[src/rtl/dm_bus_arbiter.sv]
// dm_bus_arbiter: two-port (CPU / DMA) data-memory sequencer with alignment check, lane steering and slave timeout
module dm_bus_arbiter #(
    parameter int unsigned TIMEOUT  = 16,
    parameter bit          CPU_PRIO = 1'b1
) (
    input  logic        clk,
    input  logic        reset,
    input  logic        cpu_valid,
    input  logic [2:0]  cpu_op,
    input  logic [31:0] cpu_addr,
    input  logic [31:0] cpu_wdata,
    input  logic        cpu_cancel,
    output logic        cpu_ack,
    output logic [31:0] cpu_rdata,
    output logic        cpu_err,
    output logic        cpu_stall,
    input  logic        dma_valid,
    input  logic [2:0]  dma_op,
    input  logic [31:0] dma_addr,
    input  logic [31:0] dma_wdata,
    output logic        dma_ack,
    output logic [31:0] dma_rdata,
    output logic        dma_err,
    output logic        mem_req,
    output logic [31:0] mem_addr,
    output logic [3:0]  mem_be,
    output logic [31:0] mem_wdata,
    input  logic [31:0] mem_rdata,
    input  logic        mem_ready,
    output logic        busy
);
    typedef enum logic [1:0] {IDLE, CHECK, ACCESS, RESP} state_t;
    state_t      state;
    logic        last_grant, owner;
    logic [2:0]  op;
    logic [31:0] addr, wdata, rdata;
    logic        err;
    logic [7:0]  cnt;
    logic        cpu_req, dma_req, pick_dma, word, half, store, misal;
    logic [3:0]  be;
    logic [31:0] wd;
    always_comb begin
        cpu_req  = cpu_valid & ~cpu_cancel & (cpu_op != 3'd0) & (cpu_op != 3'd7);
        dma_req  = dma_valid & (dma_op != 3'd0) & (dma_op != 3'd7);
        // owner/last_grant encoding: 1 = DMA
        pick_dma = dma_req & (~cpu_req | (~CPU_PRIO & ~last_grant));
        word     = (op == 3'd1) | (op == 3'd3);
        half     = (op == 3'd2) | (op == 3'd4);
        store    = (op == 3'd1) | (op == 3'd2) | (op == 3'd6);
        misal    = (word & (|addr[1:0])) | (half & addr[0]);
        be       = ~store ? 4'b0000 : word ? 4'b1111 : half ? (addr[1] ? 4'b1100 : 4'b0011) : 4'b0001 << addr[1:0];
        wd       = word ? wdata : half ? {2{wdata[15:0]}} : {4{wdata[7:0]}};
    end
    always_ff @(posedge clk or posedge reset) begin
        if (reset) begin
            state      <= IDLE;
            last_grant <= 1'b1;
            owner      <= 1'b0;
            op         <= '0;
            addr       <= '0;
            wdata      <= '0;
            rdata      <= '0;
            err        <= 1'b0;
            cnt        <= '0;
            mem_req    <= 1'b0;
            mem_addr   <= '0;
            mem_be     <= '0;
            mem_wdata  <= '0;
            cpu_ack    <= 1'b0;
            dma_ack    <= 1'b0;
        end else begin
            cpu_ack <= 1'b0;
            dma_ack <= 1'b0;
            case (state)
                IDLE: if (cpu_req | dma_req) begin
                    owner      <= pick_dma;
                    last_grant <= pick_dma;
                    op         <= pick_dma ? dma_op : cpu_op;
                    addr       <= pick_dma ? dma_addr : cpu_addr;
                    wdata      <= pick_dma ? dma_wdata : cpu_wdata;
                    state      <= CHECK;
                end
                CHECK: if (misal) begin
                    err     <= 1'b1;
                    rdata   <= '0;
                    cpu_ack <= ~owner;
                    dma_ack <= owner;
                    state   <= RESP;
                end else begin
                    err       <= 1'b0;
                    cnt       <= '0;
                    mem_req   <= 1'b1;
                    mem_addr  <= {addr[31:2], 2'b00};
                    mem_be    <= be;
                    mem_wdata <= wd;
                    state     <= ACCESS;
                end
                ACCESS: if (mem_ready | (cnt == 8'(TIMEOUT - 1))) begin
                    rdata   <= mem_ready ? mem_rdata : '0;
                    err     <= ~mem_ready;
                    mem_req <= 1'b0;
                    cpu_ack <= ~owner;
                    dma_ack <= owner;
                    state   <= RESP;
                end else begin
                    cnt <= cnt + 8'd1;
                end
                default: state <= IDLE;
            endcase
        end
    end
    assign cpu_rdata = owner ? '0 : rdata;
    assign dma_rdata = owner ? rdata : '0;
    assign cpu_err   = err & ~owner;
    assign dma_err   = err & owner;
    assign cpu_stall = cpu_valid & ~cpu_ack & ~cpu_cancel;
    assign busy      = state != IDLE;
endmodule

[config.mk]
export PLATFORM = sky130hd
export DESIGN_NAME = dm_bus_arbiter
export DESIGN_NICKNAME = d
export VERILOG_FILES = /design/src/rtl/dm_bus_arbiter.sv
export SDC_FILE = /design/constraint.sdc
export NUM_CORES = 1
export LEC_CHECK = 0
export CORE_MARGIN = 2
export CORE_UTILIZATION = 45
export CTS_CLUSTER_SIZE = 28
export DETAILED_ROUTE_END_ITERATION = 16
export PLACE_DENSITY = 0.77
export SLEW_MARGIN = 20
export SYNTH_ARGS = -nofsm -noshare
export SYNTH_HDL_FRONTEND = slang
export SYNTH_SLANG_ARGS = --single-unit
export TNS_END_PERCENT = 5
[constraint.sdc]
create_clock -name clk -period 7 [get_ports clk]
set_input_delay 1.05 -clock clk [delete_from_list [all_inputs] [get_ports clk]]
set_output_delay 1.05 -clock clk [all_outputs]
set_load 0.005 [all_outputs]
==> summary.md <==
| Metric | Value |
|---|---|
| Die area | 0.0216 mm^2 |
| Reg2Reg Launch Point | op[0] |
| Compound-Gate Fraction of Synth Area | 18.1% |
| Sequential area share after synthesis | 48.9% |
| WL per Instance | 18.9 um |
| Mapped cell area | 0.00921 mm^2 |
| R2r endpoint | rdata[8] |
| Initial core utilization | 45.7% |
| CTS tree | yes |
| Max Cap Viol | 0 |
| Worst VDD drop | 0.192 mV |
| Fmax | 0.244 GHz |
| Die X | 147 um |
| Clock Latency Late Sink | 430 ps |
| Internal | 3.07 mW |
| Crit-path cells | clkdlybuf4s50_1 > nor2b_4 > nor2b_1 > clkdlybuf4s50_1 |
| Startpoint types | primary input |
| Synth Warn # | 0 |
| GRT Overall Usage | 27.1% |
| Port buffer count | 308 |
| Top FF cell, synth | dfrtp_1 |
| Num CTS Buffers | 17 |
| Reg2reg setup slack | 4100 ps |
| Critical Path Slowest Stage Cell | nor2b_4 |
| P_leak | 5.34 nW |
| DRT antenna net count | 0 |
| Critical Path RT | 5950 ps |
| Yosys reg bits | 180 |
| Least-Margin Pin Slew | 945 ps |
| Min Hold Slack | 475 ps |
| Final hold vios | 0 |
| Pwr Density | 392 mW/mm^2 |
| Class of the worst hold path | register to register |
| RSZ-0062 raised after global routing | no |
| Max_slew headroom | 36.9% |
| Syn Area/Cell | 8.75 um^2 |
| Largest net degree at the start of global routing | 98 |
| Nets | 1455 |
| Grt ovf | 0 |
| Tmin final | 4090 ps |
| Crit path largest cell delay | 770 ps |
| Crit path DAT | 3040 ps |
| Most frequent cells in the layout | clkdlybuf4s50_1, dfrtp_1, nand4_1 |
| Period utilization | 58.5% |
| Max Buffers Root-to-Sink | 2 |
| CP Class | primary input to output port |
| Root Driver | clkbuf_16 |
| Sequential share of power | 37.1% |
| Commonest non-fill, non-tap cell in the layout | clkdlybuf4s50_1 |
| Worst R2R Path Depth | 5 |
| Crit. Startpoint | cpu_valid |
| Post-synthesis adder-cell area fraction | 0.679% |
| Clock share of power | 17.5% |
| Clock Skew | 13.4 ps |
| Via-to-Cell Ratio | 5.87 |
| Status | complete, no violations |
| Post-synthesis cell type count | 51 |
| Pre-CTS setup slack | 2450 ps |
| Psw | 1.97 mW |
| RePlAce Congestion | 0.991 |
| Initial antenna violation count | 0 |
| Total core area | 0.0202 mm^2 |
| Layout cells sized above 1 | 4.88% |
| Post-CTS sizing | 0 |
| Simple-gate share of the synthesized area | 23.5% |
| Hold_sp | addr[15] |
| CP Max Fanout | 38 |
| DRC | 0 |
| Clock-pin slew on the worst setup and hold paths | 70 ps |
| H-tree depth | 4 |
| Hold Buf Count CTS | 0 |
| Vias in the first global route | 8596 |
| Area delta synth->final | 39.4% |
| Mux contribution to synthesized area | 1.43% |
| Total Wirelength | 29500 um |
| Final worst slack | 2910 ps |
| Final slew viol count | 0 |
| Initial DRC count | 688 |
| Critical path's most frequent cell | clkdlybuf4s50_1 |
| Diode count | 0 |
| Crit end category | output port |
| Fillcell total | 1712 |
| Net Sw Frac | 39.1% |
| DR vias | 9169 |
| IO Pins | 311 |
| Asr flop ratio synth | 100% |
| Chip Height | 147 um |
| Logic pwr share | 45.4% |
| XOR/XNOR share of the synthesized area | 0.190% |
| Setup Buffers After CTS | 0 |
| Drt first pass iters | 6 |
| CTS sink cnt | 180 |
| Critical Path End | cpu_stall |
| Largest family of logic cells by synthesized area | simple AND/OR/NAND/NOR gates |
| Cells after synthesis | 1053 |
| Setup TNS Final | 0 ps |
| Rows | 52 |
| Final HPWL DP | 20300 um |
| Post-synth EDFFs | 0 |
| Final number of setup-violating endpoints | 0 |
| First-pass GRT wire length | 46600 um |
cells in the mapped netlist (6+ instances only):
cell | n | area (um^2)
a211oi_1 | 12 | 90.1
a21oi_1 | 6 | 30.0
a22o_1 | 66 | 578
a31oi_1 | 10 | 62.6
buf_1 | 11 | 41.3
buf_2 | 17 | 85.1
clkbuf_1 | 81 | 304
dfrtp_1 | 180 | 4500
inv_1 | 43 | 161
mux2i_1 | 12 | 120
nand2_1 | 153 | 574
nand3_1 | 6 | 30.0
nand4_1 | 162 | 1010
nor2_1 | 80 | 300
nor2b_1 | 7 | 43.8
nor3b_1 | 8 | 60.1
o21ai_0 | 131 | 656
o21ai_1 | 6 | 30.0
o21bai_1 | 6 | 45.0
area by class of cell:
class                      instances  area, um^2  share of cell area (%)
timing repair buffer             321        3180                    24.8
inverter                          43         169                    1.32
clock buffer                      19         443                    3.45
clock inverter                    13        98.8                   0.770
tap                              270         338                    2.63
sequential                       180        4510                    35.1
multi-input combinational        715        4100                    32.0
how the worst min path moves through the flow:
stage                   endpoint  cells past startpoint
floorplan           mem_addr[10]                      2
global placement    mem_addr[15]                      2
detailed placement  mem_addr[27]                      2
CTS                 mem_addr[15]                      2
global route         mem_addr[3]                      2
finish              mem_addr[15]                      2
per-layer routing:
layer	vias up	part of all wire, %	wire length, um	GRT usage (%)
li1	4230	-	-	-
met1	4397	42	12500	37.1
met2	488	47	13800	42.7
met3	54	7.9	2340	5.43
met4	0	3.0	896	10.5
met5	-	0	0	0
registers in the layout, summed over array words and instances, names as in the netlist:
name,cells
addr,32
cnt,8
cpu_ack,1
dma_ack,1
err,1
mem_addr,30
mem_be,4
mem_req,1
mem_wdata,32
op,3
owner,1
rdata,32
state,2
wdata,32
metrics by stage:
step,cell area [um^2],power (mW),instances,util [%]
after floorplan,9220,3.08,1054,-
after global placement,12300,4.10,1529,60.9
after detailed placement,12300,4.16,1529,60.9
after CTS,12800,5.05,1561,63.6
after global routing,12800,5.39,1561,63.6
final,12800,5.04,1561,63.6
power by group through the flow:
| stage | clock (mW) | combinational (mW) | sequential, mW |
|---|---|---|---|
| global placement | 0 | 2.24 | 1.86 |
| global route | 0.940 | 2.53 | 1.92 |
| CTS | 0.899 | 2.30 | 1.86 |
| floorplan | 0 | 1.36 | 1.72 |
| detailed placement | 0 | 2.29 | 1.87 |
| finish | 0.880 | 2.29 | 1.87 |
critical path, delay by kind of cell:
kind / cells / cell delay, ps
buffers and inverters: 2 / 970
and+or+nand+nor: 2 / 1010
cells by family after synthesis:
| kind of cell | count (synthesis) |
|---|---|
| adders and majority gates | 5 |
| and+or+nand+nor | 436 |
| DFF | 180 |
| AOI/OAI and AO/OA | 257 |
| other | 1 |
| buffers and inverters | 159 |
| muxes | 13 |
| xor gates and xnor gates | 2 |
Power figures use the tool's default switching activity.
